`config.mk`:
```
export PLATFORM = sky130hd
export DESIGN_NAME = spi_exe_master
export DESIGN_NICKNAME = d
export VERILOG_FILES = /design/src/rtl/spi_exe_master.sv
export SDC_FILE = /design/constraint.sdc
export NUM_CORES = 1
export LEC_CHECK = 0
export BUFFER_PORTS_ARGS = -buffer_cell sky130_fd_sc_hd__buf_2
export CAP_MARGIN = 25
export CORE_ASPECT_RATIO = 0.7
export CORE_MARGIN = 2
export CORE_UTILIZATION = 51
export CTS_CLUSTER_SIZE = 12
export DETAILED_ROUTE_END_ITERATION = 8
export GPL_TIMING_DRIVEN = 0
export PLACE_DENSITY = 0.76
export RECOVER_POWER = 50
export SLEW_MARGIN = 25
export SYNTH_ARGS = -nofsm -noshare
export SYNTH_HDL_FRONTEND = slang
export SYNTH_SLANG_ARGS = --single-unit
```
`constraint.sdc`:
```
create_clock -name i_clk_p -period 1.6 [get_ports i_clk_p]
set_input_delay 0.24 -clock i_clk_p [delete_from_list [all_inputs] [get_ports i_clk_p]]
set_output_delay 0.24 -clock i_clk_p [all_outputs]
set_load 0.005 [all_outputs]
```
`src/rtl/spi_exe_master.sv`:
```
// SPI mode-0 master for an external execute unit: ships {argA, argB, oper} MSB-first,
// idles for a short gap, then reads back an 8-bit result and {PF,ZF,SF,OF} flags.
module spi_exe_master #(
  parameter int CLK_DIV  = 2,
  parameter int GAP_BITS = 2
) (
  input  logic       i_clk_p,
  input  logic       i_rst,
  input  logic       i_start,
  input  logic [7:0] i_argA,
  input  logic [7:0] i_argB,
  input  logic [7:0] i_oper,
  output logic       o_sclk,
  output logic       o_mosi,
  input  logic       i_miso,
  output logic       o_cs,
  output logic [7:0] o_result,
  output logic [3:0] o_flags,
  output logic       o_busy,
  output logic       o_done
);

  typedef enum logic [2:0] {
    ST_IDLE  = 3'd0,
    ST_SEND  = 3'd1,
    ST_GAP   = 3'd2,
    ST_RECV  = 3'd3,
    ST_GUARD = 3'd4
  } state_t;

  localparam int DIV_W = $clog2(2 * CLK_DIV);
  localparam int BIT_W = (GAP_BITS > 24) ? $clog2(GAP_BITS + 1) : 5;

  localparam logic [DIV_W-1:0] DIV_LAST  = DIV_W'(2 * CLK_DIV - 1);
  localparam logic [DIV_W-1:0] DIV_HIGH  = DIV_W'(CLK_DIV);
  localparam logic [DIV_W-1:0] DIV_RISE  = DIV_W'(CLK_DIV - 1);
  localparam logic [BIT_W-1:0] SEND_LAST = BIT_W'(23);
  localparam logic [BIT_W-1:0] GAP_LAST  = BIT_W'(GAP_BITS - 1);
  localparam logic [BIT_W-1:0] RECV_LAST = BIT_W'(11);

  state_t           state_r, state_nxt_s;
  logic [DIV_W-1:0] div_cnt_r, div_nxt_s, div_step_s;
  logic [BIT_W-1:0] bit_cnt_r, bit_nxt_s;
  logic [23:0]      tx_sr_r, tx_nxt_s;
  logic [11:0]      rx_sr_r, rx_nxt_s;
  logic [7:0]       result_r, result_nxt_s;
  logic [3:0]       flags_r, flags_nxt_s;
  logic             sclk_r, sclk_nxt_s, mosi_r, mosi_nxt_s, cs_r, cs_nxt_s;
  logic             busy_r, busy_nxt_s, done_r, done_nxt_s;
  logic             period_end_s, rise_s, sclk_step_s;

  // Divider phase: low half first, high half second, wrapping at the period end
  assign period_end_s = (div_cnt_r == DIV_LAST);
  assign rise_s       = (div_cnt_r == DIV_RISE);
  assign div_step_s   = period_end_s ? {DIV_W{1'b0}} : div_cnt_r + DIV_W'(1);
  assign sclk_step_s  = (div_step_s >= DIV_HIGH);

  // State register
  always_ff @(posedge i_clk_p) begin
    if (i_rst) begin
      state_r <= ST_IDLE;
    end else begin
      state_r <= state_nxt_s;
    end
  end

  // Next-state decode
  always_comb begin
    state_nxt_s = state_r;
    case (state_r)
      ST_IDLE: begin
        if (i_start) state_nxt_s = ST_SEND;
        else         state_nxt_s = ST_IDLE;
      end
      ST_SEND: begin
        if (period_end_s && (bit_cnt_r == SEND_LAST))
          state_nxt_s = (GAP_BITS == 0) ? ST_RECV : ST_GAP;
        else
          state_nxt_s = ST_SEND;
      end
      ST_GAP: begin
        if (period_end_s && (bit_cnt_r == GAP_LAST)) state_nxt_s = ST_RECV;
        else                                         state_nxt_s = ST_GAP;
      end
      ST_RECV: begin
        if (period_end_s && (bit_cnt_r == RECV_LAST)) state_nxt_s = ST_GUARD;
        else                                          state_nxt_s = ST_RECV;
      end
      ST_GUARD: begin
        if (period_end_s) state_nxt_s = ST_IDLE;
        else              state_nxt_s = ST_GUARD;
      end
      default: state_nxt_s = ST_IDLE;
    endcase
  end

  // Next values for counters, shift registers and the registered outputs
  always_comb begin
    div_nxt_s    = {DIV_W{1'b0}};
    bit_nxt_s    = bit_cnt_r;
    tx_nxt_s     = tx_sr_r;
    rx_nxt_s     = rx_sr_r;
    result_nxt_s = result_r;
    flags_nxt_s  = flags_r;
    sclk_nxt_s   = 1'b0;
    mosi_nxt_s   = 1'b0;
    cs_nxt_s     = 1'b1;
    busy_nxt_s   = 1'b0;
    done_nxt_s   = 1'b0;
    case (state_r)
      ST_IDLE: begin
        bit_nxt_s = {BIT_W{1'b0}};
        if (i_start) begin
          tx_nxt_s   = {i_argA, i_argB, i_oper};
          rx_nxt_s   = 12'h000;
          mosi_nxt_s = i_argA[7];
          cs_nxt_s   = 1'b0;
          busy_nxt_s = 1'b1;
        end else begin
          tx_nxt_s   = tx_sr_r;
        end
      end
      ST_SEND: begin
        cs_nxt_s   = 1'b0;
        busy_nxt_s = 1'b1;
        div_nxt_s  = div_step_s;
        sclk_nxt_s = sclk_step_s;
        // Data advances on the falling edge so the responder sees it stable on the rise
        if (period_end_s && (bit_cnt_r == SEND_LAST)) begin
          bit_nxt_s  = {BIT_W{1'b0}};
          tx_nxt_s   = 24'h000000;
          mosi_nxt_s = 1'b0;
        end else if (period_end_s) begin
          bit_nxt_s  = bit_cnt_r + BIT_W'(1);
          tx_nxt_s   = {tx_sr_r[22:0], 1'b0};
          mosi_nxt_s = tx_sr_r[22];
        end else begin
          mosi_nxt_s = tx_sr_r[23];
        end
      end
      ST_GAP: begin
        cs_nxt_s   = 1'b0;
        busy_nxt_s = 1'b1;
        div_nxt_s  = div_step_s;
        sclk_nxt_s = sclk_step_s;
        if (period_end_s && (bit_cnt_r == GAP_LAST)) bit_nxt_s = {BIT_W{1'b0}};
        else if (period_end_s)                       bit_nxt_s = bit_cnt_r + BIT_W'(1);
        else                                         bit_nxt_s = bit_cnt_r;
      end
      ST_RECV: begin
        cs_nxt_s   = 1'b0;
        busy_nxt_s = 1'b1;
        div_nxt_s  = div_step_s;
        sclk_nxt_s = sclk_step_s;
        if (rise_s) rx_nxt_s = {rx_sr_r[10:0], i_miso};
        else        rx_nxt_s = rx_sr_r;
        // Results publish only once the whole 12-bit word is in
        if (period_end_s && (bit_cnt_r == RECV_LAST)) begin
          bit_nxt_s    = {BIT_W{1'b0}};
          cs_nxt_s     = 1'b1;
          result_nxt_s = rx_sr_r[11:4];
          flags_nxt_s  = rx_sr_r[3:0];
          done_nxt_s   = 1'b1;
        end else if (period_end_s) begin
          bit_nxt_s = bit_cnt_r + BIT_W'(1);
        end else begin
          bit_nxt_s = bit_cnt_r;
        end
      end
      ST_GUARD: begin
        div_nxt_s = div_step_s;
        if (period_end_s) busy_nxt_s = 1'b0;
        else              busy_nxt_s = 1'b1;
      end
      default: begin
        bit_nxt_s = {BIT_W{1'b0}};
      end
    endcase
  end

  // Datapath and output registers
  always_ff @(posedge i_clk_p) begin
    if (i_rst) begin
      div_cnt_r <= {DIV_W{1'b0}};
      bit_cnt_r <= {BIT_W{1'b0}};
      tx_sr_r   <= 24'h000000;
      rx_sr_r   <= 12'h000;
      result_r  <= 8'h00;
      flags_r   <= 4'h0;
      sclk_r    <= 1'b0;
      mosi_r    <= 1'b0;
      cs_r      <= 1'b1;
      busy_r    <= 1'b0;
      done_r    <= 1'b0;
    end else begin
      div_cnt_r <= div_nxt_s;
      bit_cnt_r <= bit_nxt_s;
      tx_sr_r   <= tx_nxt_s;
      rx_sr_r   <= rx_nxt_s;
      result_r  <= result_nxt_s;
      flags_r   <= flags_nxt_s;
      sclk_r    <= sclk_nxt_s;
      mosi_r    <= mosi_nxt_s;
      cs_r      <= cs_nxt_s;
      busy_r    <= busy_nxt_s;
      done_r    <= done_nxt_s;
    end
  end

  assign o_sclk   = sclk_r;
  assign o_mosi   = mosi_r;
  assign o_cs     = cs_r;
  assign o_result = result_r;
  assign o_flags  = flags_r;
  assign o_busy   = busy_r;
  assign o_done   = done_r;

endmodule

```
==> out/metrics.cfg <==
[routing]
drtIter0Drc=239
vias_per_cell=5.998
route.detailed.wl_per_inst_um=18.08
ant_nets=0
dr_total_vias=2831
first_pass_iters=4
drt_wl_total_mm=8.536
drc=0

[yosys]
ys_types=47
netlist_area_sq_mm=0.002949
yosys.area.top_type_share_pct=42.77
syn-num-nets=351
postSynthAreaPerCell_sq_um=9.274
async_reset_ff_share_pct=0
ys_top_cells_by_area=dfxtp_1 (43%), a221oi_2 (9.2%), nor3_2 (6.1%)
synth-main-ff-cell=dfxtp_1
yosys-top-cells-count=dfxtp_1 (63), a21oi_1 (31), nor2_1 (31)
yosysMostFrequentCell=dfxtp_1
syn_inst=318
synth_edf_count=0
ys_warn_count=0
synth_area_leader_cell=dfxtp_1
synth-seq-cells=63
ys_seq_area_share_pct=42.77

[sta]
max_slew_margin_pct=53.88
worst_pin_slew_ps=691.9
rsz0062_at_grt=true
clock.fmax_mhz=560.9
setup-violations-final=35
fin_crit_ps=1783
finalHoldViolations=0
fin_crit_sh_pct=111.4
fin_worst_skew_ps=10.08
slew_viol_final=0
worst_slack_ps=-182.9
tns_ps=-3857

[floorplanning]
fp.dieH_um=67.62
chipWidth_um=94.89
core_sq_mm=0.005640
pin_count=45
start_util_pct=52.28
num_rows=23
die_area_sq_mm=0.006416

[worst_setup_path]
crit_path_end_kind=flip-flop
crit_path_cell_trace=ha_4 > buf_6 > and4b_2 > a21oi_4 > buf_12 > clkbuf_16 > a221oi_4 > nor3_2
crit_type=flip-flop to flip-flop
path_max_fanout=6
critPathRequiredTime_ps=1810
cp_data_arrival_time_ps=2000
startpoint_type=flip-flop
critical-path-max-stage-delay_ps=360
critPathSlowestCell=dfxtp_4

[global_routing]
grt_max_degree=12
grt_pass1_vias=2439
grt_pass1_wl_mm=11.39
antenna_found_initial=0
grt.overflow.total=0
grt_usage_pct=23.25

[status]
violations=setup timing
status=finished with violations

[clock_network]
cts-hold-fix-buffers=0
insertion_delay_ps=350
cts.sinks=63
numCtsBuffers=9
clk_path_buf_depth=2
htree_num_levels=3
clk_transition_reported_paths_ps=70
root_buffer=clkbuf_8
cts_tree=built

[hold_path]
min_path_type=primary input to flip-flop

[final_layout]
diodes=0
nNetsFinal=425
areaGrowthSynthToFinish_pct=40.43
n_fill_cell=376
final_util_pct=73.43
drive_above_1_share_pct=41.06

[place]
io_buffers=43
gp_congestion=0.8338
post-place-ws_ps=-379.5
dp_hpwl_mm=4.642

[flow_run]
drv_cap=0

[power_and_ir_drop]
pwr_density_cell_mw_per_mm2=902.1
vdd_ir_drop_max_mv=0.6365
power_leakage_uw=0.001486
power_uw=3736

==> cells in the final DEF (no fill, tap or decap), types with 2 or more instances in the layout <==
cell,instances
a21oi_1,30
a21oi_4,2
a221oi_2,4
a221oi_4,19
a22oi_2,2
buf_12,4
buf_2,33
buf_4,16
buf_6,12
buf_8,3
clkbuf_1,22
clkbuf_2,3
clkbuf_4,2
clkbuf_8,9
clkinv_2,3
dfxtp_1,58
dfxtp_2,4
ha_1,2
ha_4,3
inv_1,5
nand2_1,22
nand2b_1,10
nand3_1,26
nand4_1,3
nor2_1,29
nor2b_1,2
nor3_1,6
nor3_2,19
o211ai_1,3
or2_2,3
or3b_4,2
xor2_1,2
==> critical path: cells and delay by family, from the launching register on <==
family	cells	cell delay, ps
buffers and inverters	3	440
DFF	1	360
and+or+nand+nor	2	370
adders and majority gates	1	140
AOI/OAI and AO/OA	2	330
==> what timing repair did <==
item | CTS | global route
pin swaps | 5 | 24
cloned | 0 | 2
setup buffers | 7 | 14
resized for setup | 37 | 61
setup endpoints to repair | 58 | 55
endpoints found under the hold margin | 0 | 0
==> final cells by class <==
class	count	area (sq um)	share of cell area, %
plain buffers	29	229.0	5.529
clock buffers	10	127.6	3.082
clock inverters	6	61.31	1.480
inverters	5	18.77	0.4532
multi-input cells	218	1891	45.65
flip-flops and latches	63	1270	30.66
well taps	75	93.84	2.266
repair buffers	66	450.4	10.88
==> flip-flops by register name (all words and copies together), names as in the netlist <==
name and cells:
tx_sr_r 24, rx_sr_r 12, o_result 8, bit_cnt_r 5
o_flags 4, state_r 3, div_cnt_r 2, o_busy 1
o_cs 1, o_done 1, o_mosi 1, o_sclk 1
==> kinds of logic (layout without fill, tap and decap cells) <==
logic type | count (synthesis) | count (layout) | share of synthesized area (%)
flip-flops | 63 | 63 | 42.77
AND/OR/NAND/NOR | 136 | 136 | 26.05
buffers and inverters | 37 | 116 | 6.237
AO/OA/AOI/OAI | 72 | 72 | 21.21
adder cells (fa/ha/maj) | 5 | 5 | 2.121
multiplexers | 2 | 2 | 0.7212
XOR/XNOR | 3 | 3 | 0.8911
==> stage by stage <==
step | instances | area, sq um | hold slack [ps]
after floorplan | 318 | 2958 | 372.7
after global placement | 436 | 3267 | 441.7
after detailed placement | 436 | 3267 | 443.1
after CTS | 457 | 3656 | 154.8
after global routing | 472 | 4141 | 163.9
final | 472 | 4141 | 156.7
==> worst paths after layout <==
path | startpoint | endpoint | slack (ps) | cells past startpoint
worst max register to register | div_cnt_r[0]$_SDFF_PP0_ | tx_sr_r[9]$_SDFFE_PP0P_ | -180 | 8
worst min-delay path | i_miso | rx_sr_r[0]$_SDFFE_PP0P_ | 160 | 3
worst min register to register | o_result[1]$_SDFFE_PP0P_ | o_result[1]$_SDFFE_PP0P_ | 450 | 2
worst max-delay path | div_cnt_r[0]$_SDFF_PP0_ | tx_sr_r[9]$_SDFFE_PP0P_ | -180 | 8
==> where the power goes <==
| part | internal (uW) | total [uW] | switching [uW] |
|---|---|---|---|
| Sequential | 1630 | 1700 | 64.8 |
| Clock | 713 | 1350 | 642 |
| Combinational | 318 | 682 | 364 |
| Total | 2670 | 3740 | 1070 |
==> metal layers <==
| layer | vias up | track usage (%) | wire length, um |
|---|---|---|---|
| met5 | - | 0 | 0 |
| met4 | 0 | 5.616 | 194 |
| met3 | 20 | 7.589 | 527 |
| met2 | 122 | 35.37 | 4117 |
| met1 | 1385 | 32.14 | 3696 |
| li1 | 1304 | - | - |
No activity file was read; power rests on OpenSTA's default activity.
